## src/rtl/carfield_clk_seq.sv

```systemverilog
// Clock-domain reconfiguration sequencer: gates a domain, writes its PLL divider,
// waits for a stable lock (or times out), then ungates and reports completion.
module carfield_clk_seq #(
    parameter int unsigned         NumClks      = 3,
    parameter int unsigned         DivWidth     = 8,
    parameter int unsigned         GateCycles   = 2,
    parameter int unsigned         StableCycles = 16,
    parameter int unsigned         LockTimeout  = 1024,
    parameter logic [NumClks-1:0]  ClkEnRst     = '1
) (
    input  logic                clk_i,
    input  logic                rst_ni,
    input  logic                req_valid_i,
    output logic                req_ready_o,
    input  logic [1:0]          req_idx_i,
    input  logic [DivWidth-1:0] req_div_i,
    output logic                pll_cfg_valid_o,
    input  logic                pll_cfg_ready_i,
    output logic [1:0]          pll_cfg_idx_o,
    output logic [DivWidth-1:0] pll_cfg_div_o,
    input  logic [NumClks-1:0]  pll_lock_i,
    output logic [NumClks-1:0]  clk_en_o,
    output logic                busy_o,
    output logic                done_o,
    output logic                done_err_o,
    output logic [NumClks-1:0]  err_o,
    input  logic                err_clr_i
);

    localparam int unsigned GW  = $clog2(GateCycles) + 1;
    localparam int unsigned StW = $clog2(StableCycles) + 1;
    localparam int unsigned ToW = $clog2(LockTimeout) + 1;
    localparam logic [GW-1:0]  GateMax = GW'(GateCycles);
    localparam logic [StW-1:0] StMax   = StW'(StableCycles);
    localparam logic [ToW-1:0] ToMax   = ToW'(LockTimeout);

    typedef enum logic [2:0] {
        IDLE, GATE, CFG, WAIT_LOCK, UNGATE, ERR
    } state_e;

    state_e                state_q;
    logic [1:0]            idx_q;
    logic [DivWidth-1:0]   div_q;
    logic [GW-1:0]         gate_q;
    logic [StW-1:0]        stable_q, stable_d;
    logic [ToW-1:0]        timeout_q, timeout_d;
    logic [NumClks-1:0]    clk_en_q, err_q;
    logic                  cfg_valid_q, done_q, done_err_q;
    logic                  idx_valid, lock_sel;

    // Indices beyond the implemented domains must never touch a PLL or a gate.
    always_comb begin
        idx_valid = (32'(idx_q) < NumClks);
        lock_sel  = 1'b0;
        if (idx_valid) lock_sel = pll_lock_i[idx_q];
        stable_d  = lock_sel ? (stable_q + StW'(1)) : '0;
        timeout_d = timeout_q + ToW'(1);
    end

    always_ff @(posedge clk_i or negedge rst_ni) begin
        if (!rst_ni) begin
            state_q     <= IDLE;
            idx_q       <= '0;
            div_q       <= '0;
            gate_q      <= '0;
            stable_q    <= '0;
            timeout_q   <= '0;
            clk_en_q    <= ClkEnRst;
            err_q       <= '0;
            cfg_valid_q <= 1'b0;
            done_q      <= 1'b0;
            done_err_q  <= 1'b0;
        end else begin
            done_q     <= 1'b0;
            done_err_q <= 1'b0;
            // The ERR branch below is written later, so a same-cycle set beats the clear.
            if (err_clr_i) err_q <= '0;
            case (state_q)
                IDLE: begin
                    if (req_valid_i) begin
                        idx_q   <= req_idx_i;
                        div_q   <= req_div_i;
                        gate_q  <= '0;
                        state_q <= GATE;
                    end
                end
                GATE: begin
                    if (!idx_valid) begin
                        done_q     <= 1'b1;
                        done_err_q <= 1'b1;
                        state_q    <= IDLE;
                    end else begin
                        clk_en_q[idx_q] <= 1'b0;
                        if (gate_q == GateMax) begin
                            cfg_valid_q <= 1'b1;
                            state_q     <= CFG;
                        end else begin
                            gate_q <= gate_q + GW'(1);
                        end
                    end
                end
                CFG: begin
                    if (pll_cfg_ready_i) begin
                        cfg_valid_q <= 1'b0;
                        stable_q    <= '0;
                        timeout_q   <= '0;
                        state_q     <= WAIT_LOCK;
                    end
                end
                WAIT_LOCK: begin
                    stable_q  <= stable_d;
                    timeout_q <= timeout_d;
                    // Success is checked first so a tie with the timeout still ungates.
                    if (stable_d == StMax) begin
                        state_q <= UNGATE;
                    end else if (timeout_d == ToMax) begin
                        state_q <= ERR;
                    end
                end
                UNGATE: begin
                    clk_en_q[idx_q] <= 1'b1;
                    done_q          <= 1'b1;
                    state_q         <= IDLE;
                end
                ERR: begin
                    err_q[idx_q] <= 1'b1;
                    done_q       <= 1'b1;
                    done_err_q   <= 1'b1;
                    state_q      <= IDLE;
                end
                default: state_q <= IDLE;
            endcase
        end
    end

    assign req_ready_o     = (state_q == IDLE);
    assign busy_o          = (state_q != IDLE);
    assign pll_cfg_valid_o = cfg_valid_q;
    assign pll_cfg_idx_o   = idx_q;
    assign pll_cfg_div_o   = div_q;
    assign clk_en_o        = clk_en_q;
    assign err_o           = err_q;
    assign done_o          = done_q;
    assign done_err_o      = done_err_q;

endmodule

```

## config.mk

```make
export PLATFORM = sky130hd
export DESIGN_NAME = carfield_clk_seq
export DESIGN_NICKNAME = d
export VERILOG_FILES = /design/src/rtl/carfield_clk_seq.sv
export SDC_FILE = /design/constraint.sdc
export NUM_CORES = 1
export LEC_CHECK = 0
export CAP_MARGIN = 20
export CORE_AREA = 2 2 52 90
export CTS_CLUSTER_DIAMETER = 100
export DETAILED_ROUTE_END_ITERATION = 10
export DIE_AREA = 0 0 54 92
export PLACE_DENSITY = 0.75
export SKIP_LAST_GASP = 1
export SYNTH_ARGS = -nofsm -noshare
export SYNTH_HDL_FRONTEND = slang
export SYNTH_SLANG_ARGS = --single-unit
```

## constraint.sdc

```tcl
create_clock -name clk_i -period 2.17 [get_ports clk_i]
set_input_delay 0.217 -clock clk_i [delete_from_list [all_inputs] [get_ports clk_i]]
set_output_delay 0.217 -clock clk_i [all_outputs]
set_load 0.005 [all_outputs]
```

==> key figures <==
Placement
  – Port Buffers: 38
  – Detail Placement HPWL: 3.31 mm
  – GPL Wtd Cong: 0.793

Logic synthesis
  – Asr flop ratio synth: 100%
  – Synth area leader: dfrtp_1
  – Adder-cell share of the synthesized area: 1.77%
  – XOR/XNOR share of the synthesized area: 2.48%
  – Syn nets: 243
  – Post-synthesis mux area share: 6.72%
  – Yosys top cell area share: 43.6%
  – Cells after synthesis: 222
  – Register area share after synthesis: 47.3%
  – #FFs+latches synth: 40
  – Distinct cell type count after synthesis: 44
  – Synth top area cells: dfrtp_1, o21ai_0, mux2_2
  – Post-synth EDFFs: 0
  – Ys flop type: dfrtp_1
  – Mean Syn Cell Area: 9.56 um2
  – Ys Warns: 0
  – Simple-gate portion of the synthesized area: 18.4%
  – Compound-Gate Fraction of Synth Area: 18.5%
  – Cell Area, Synth: 2120 um2
  – Largest family of logic cells by synthesized area: compound AO/OA/AOI/OAI gates

Timing
  – Setup TNS Final: 0 ns
  – Endpoints failing setup: 0
  – Highest clock rate: 0.537 GHz
  – Slew of the pin with the lowest slew margin: 0.887 ns
  – RSZ-0062 raised after global routing: no
  – Tmin final: 1.86 ns
  – Final Cycle Share: 85.8%
  – Slew Limit Fails: 0
  – Final-report hold violation count: 0
  – Clk_skew: 0.00565 ns
  – Relative slew margins: 40.9%
  – Hold Slack: 0.0355 ns

Floorplan
  – Initial Util: 49.1%
  – FP Rows: 32
  – Die area: 4970 um2
  – Die width: 54 um
  – Die height: 92 um
  – Core Region: 4320 um2
  – I/O Pins: 39

Final layout
  – Fill cells: 388
  – # diodes: 0
  – Final core occ: 61.3%
  – Area Overhead vs Synth: 24.8%
  – Share of post-route cells with drive strength above 1: 13.8%
  – NumNets Final: 281

Clock tree
  – Post-CTS Hold Fix Bufs: 0
  – CTS Buf Count: 5
  – H-tree depth: 2
  – Num Clock Sinks: 40
  – # Post-CTS Setup Buffers: 0
  – Cells resized by post-CTS repair: 0
  – CTS clk-pin slew, worst paths: 0.08 ns
  – Max Buffers Root-to-Sink: 2
  – Clock network latency to the later pin of the worst-skew pair: 0.29 ns
  – Clock root cell: clkbuf_8
  – CTS tree: built

Routing
  – Initial DRC count: 31
  – DR vias: 1764
  – WL/cell: 14.6 um
  – Final WL: 4.55 mm
  – DRT antenna net count: 0
  – TritonRoute pass-1 iters: 4
  – DRC: 0
  – Drt via density: 5.65

Global routing
  – Largest net degree at the start of global routing: 41
  – GRT Overall Usage: 20.5%
  – GRT Residual Overflow: 0
  – Vias in the first global route: 1705
  – Antenna violations before repair: 0
  – First-pass GRT wire length: 7.63 mm

Critical path
  – CP max FO: 2
  – Critical-path cell list: or3_1 -> inv_1 -> clkdlybuf4s50_1
  – CP Data Arrival Time: 1.65 ns
  – Buf+Inv Stages, Crit Path: 2
  – Setup CP Type: reg2out
  – CP Launch Type: register
  – Crit end category: output port
  – Max stage delay on crit path: 0.49 ns
  – Worst path top cell family by delay: buffers and inverters
  – Worst Path Required: 1.95 ns
  – Worst path slowest cell: clkdlybuf4s50_1

Job
  – Max cap viols: 0

Pwr
  – Worst IR Drop VDD: 0.759 mV
  – Leak: 0.00111 uW
  – PD cells: 1360 nW/um2

Worst hold path
  – Hold WC Path Type: in2async

Status
  – Status: finished, final reports clean
[state kept, by name (all words and copies together), names as in the netlist, named ones only]
| register | count |
|---|---|
| done_err_o | 1 |
| done_o | 1 |
| err_o | 3 |
| gate_q | 2 |
| pll_cfg_div_o | 8 |
| pll_cfg_idx_o | 2 |
| pll_cfg_valid_o | 1 |
| stable_q | 5 |
| state_q | 3 |
| timeout_q | 11 |
[synth_stat cells, types with 5 or more instances]
master	instances
dfrtp_1	37
xor2_1	6
nand3_1	8
nand2_1	21
a21oi_1	11
nand2b_1	5
inv_1	7
a31oi_1	7
clkbuf_1	6
nor2_1	18
o21ai_0	25
mux2_2	10
[layer usage]
layer  track usage (%)  up-vias  routed length (um)
li1                  -      864                   -
met1              22.7      861                1810
met2              37.1       33                2530
met3              3.91        6                 144
met4              6.88        0                  65
met5                 0        -                   0
[report_power, final]
part / switching (uW) / internal (uW) / leakage, uW
registers: 343 / 1050 / 0.000502
logic: 748 / 861 / 0.000558
clock network: 267 / 340 / 0.0000541
[cells in the final DEF, fill, tap and decap left out, drive strengths merged, types with 8 or more instances in the layout]
master         netlist  layout
nor2                18      18
nand3                8       8
a21oi               12      12
mux2                10      10
nand2               21      21
buf                  8       8
dfrtp               37      37
o21ai               25      25
clkdlybuf4s50        0      37
[path summary, 6_finish.rpt]
check	slack [ns]	start	endpoint	cells past startpoint
worst min-delay path	0.04	rst_ni	pll_cfg_div_o[2]	1
worst min register to register	0.50	register	register	2
worst max register to register	0.40	state_q[2]	pll_cfg_div_o[1]	4
worst max-delay path	0.31	state_q[2]	req_ready_o	3
min in group clk_i	0.50	register	register	2
max in group asynchronous	1.57	rst_ni	timeout_q[9]	1
[kinds of logic after synthesis]
kind of cell               count (synthesis)
AOI/OAI and AO/OA                         62
xor gates and xnor gates                   6
adders and majority gates                  3
buffers and inverters                     21
DFF                                       40
muxes                                     13
and+or+nand+nor                           77
[area by class of cell]
| cell class | instances | area, um2 | area share [%] |
|---|---|---|---|
| Multi-Input combinational cell | 161 | 1010 | 38.3 |
| Clock inverter | 3 | 42.5 | 1.61 |
| Tap cell | 51 | 63.8 | 2.41 |
| Inverter | 7 | 26.3 | 0.992 |
| Timing Repair Buffer | 45 | 428 | 16.2 |
| Clock buffer | 5 | 68.8 | 2.60 |
| Sequential cell | 40 | 1000 | 37.9 |
[through the flow]
step                      total power [uW]  setup slack [ns]  cell area (um2)  instances
after CTS                             3630             0.311             2650        312
after global placement                2990             0.426             2540        304
after global routing                  3930             0.256             2650        312
final                                 3610             0.307             2650        312
after floorplan                       2420             0.574             2120        222
after detailed placement              3030             0.378             2540        304
Power figures use the tool's default switching activity.
==> edit: new RTL, config.mk and constraints unchanged <==
`GateCycles`: 2 -> 4.
--- a/src/rtl/carfield_clk_seq.sv
+++ b/src/rtl/carfield_clk_seq.sv
@@ -3,7 +3,7 @@
 module carfield_clk_seq #(
     parameter int unsigned         NumClks      = 3,
     parameter int unsigned         DivWidth     = 8,
-    parameter int unsigned         GateCycles   = 2,
+    parameter int unsigned         GateCycles   = 4,
     parameter int unsigned         StableCycles = 16,
     parameter int unsigned         LockTimeout  = 1024,
     parameter logic [NumClks-1:0]  ClkEnRst     = '1
Formal check against the unedited RTL: not equivalent (Yosys sat finds a counterexample within 10 cycles, from zero or initial values and one cycle with rst_ni low).
==> edit against the unedited design <==
Total power decreased by 8.9%; die area did not move; routed wire length decreased by 3.8%; setup slack lost 150 ps; first-iteration DRC count rose by 29%; area after synthesis is 3.2% lower; sequential cell count up 1; final cell count decreased by 4.5%; design area fell by 1.6%; critical endpoint unchanged; highest routed layer unchanged.
==> edit: results (changes against the unedited design) <==
- Reg-to-reg endpoint: state_q[1]
- Syn Nets: 228 (-6.2%)
- Post-synth top cells: dfrtp_1, o21ai_1, nand2_1
- DRT Pass-1 Iters: 4 (unchanged)
- Worst slew pin tran: 905 ps (+18.3 ps)
- Vias per cell: 5.50 (-2.7%)
- GPL Wtd Cong: 0.850 (+7.2%)
- Post-CTS sizing: 0 (unchanged)
- Hold slack: 49.1 ps (+13.6 ps)
- Hpwl dp: 3170 um (-4.2%)
- Post-layout nets: 268 (-4.6%)
- Metal-1 WL: 1710 um (-5.3%)
- First-pass GRT wire length: 7380 um (-3.2%)
- Logic gate share of total power: 0.419 (-0.026)
- Avg Inst Size Synth: 9.97 sq um (+4.3%)
- CP max FO: 12 (+10)
- Worst reg2reg startpoint: timeout_q[5]
- Fin crit share: 0.930 (+0.0713)
- Critical Path AT: 1800 ps (+150 ps)
- Vias post-DR: 1640 (-7.0%)
- Worst Clk Skew: 7.05 ps (+1.39 ps)
- Met3 GRT Util: 0.0342 (-0.00489)
- Crit. Startpoint: state_q[2]
- PD cells: 1260 mW/mm^2 (-7.5%)
- Psw: 1.15 mW (-16%)
- Synth area leaders: dfrtp_1, mux2_1, o21ai_1
- Reg2reg setup slack: 230 ps (-170 ps)
- Post-synthesis sequential area ratio: 0.501 (+0.0278)
- Largest net degree at the start of global routing: 42 (+2.4%)
- Max FFs per register: 11 (unchanged)
- Cell Area, Placed: 0.00249 sq mm (-1.8%)
- Sequential power: 1.31 mW (-6%)
- Met1 GRT Util: 0.222 (-0.00548)
- Gr usage total: 0.198 (-0.00712)
- DP Worst Slack: 191 ps (-187 ps)
- # fillers: 398 (+2.6%)
- Placed Cells: 289 (-4.9%)
- Vias in the first global route: 1604 (-5.9%)
- Met2 Track Usage GR: 0.358 (-0.0132)
- Share of cells above drive strength 1: 0.0931 (-0.0448)
- Status: complete, no violations
- Distinct cells, synth: 46 (+4.5%)
- Root buf cell: clkbuf_8
- Avg WL per Cell: 14.7 um (+0.72%)
- Peak VDD IR: 0.000766 V (+0.89%)
- Met2 routed WL: 2480 um (-2.1%)
- LEAKAGE: 1.11 nW (-0.36%)
- Initial antenna violation count: 0 (unchanged)
- DRT iter0 DRCs: 40 (+29%)
- Routed wl met3: 96 um (-33%)
edit: cell count changes in the layout (fill, tap and decap cells not counted), sizes merged, moves of 3 or more:
cell and delta:
o21ai -3, nand2 -3, inv +3, nor2 -10
a21o -3, a22o -3, nor2b +3, or3 -3
edit: cell type report:
class	instances	area [sq um]	area share
multi-input combinational	143	940	0.361
tap	51	63.8	0.0245
timing repair buffer	45	428	0.164
sequential	41	1030	0.395
inverter	10	37.5	0.0144
clock buffer	6	72.6	0.0278
clock inverter	2	35.0	0.0134
edit: cells by family (layout without fill, tap and decap cells):
logic type      count (synthesis)  count (layout)  synth area share
fa+ha+maj                       4               4            0.0244
xor+xnor                        6               6            0.0256
simple gates                   64              64             0.163
compound gates                 55              55             0.166
flops                          41              41             0.501
buf+inv                        22              63            0.0445
mux                            14              14            0.0749
edit: worst max-delay path: stages (launching register included):
cell and delay, ps:
dfrtp_1 510, or3_1 450, inv_1 60, clkdlybuf4s50_1 490
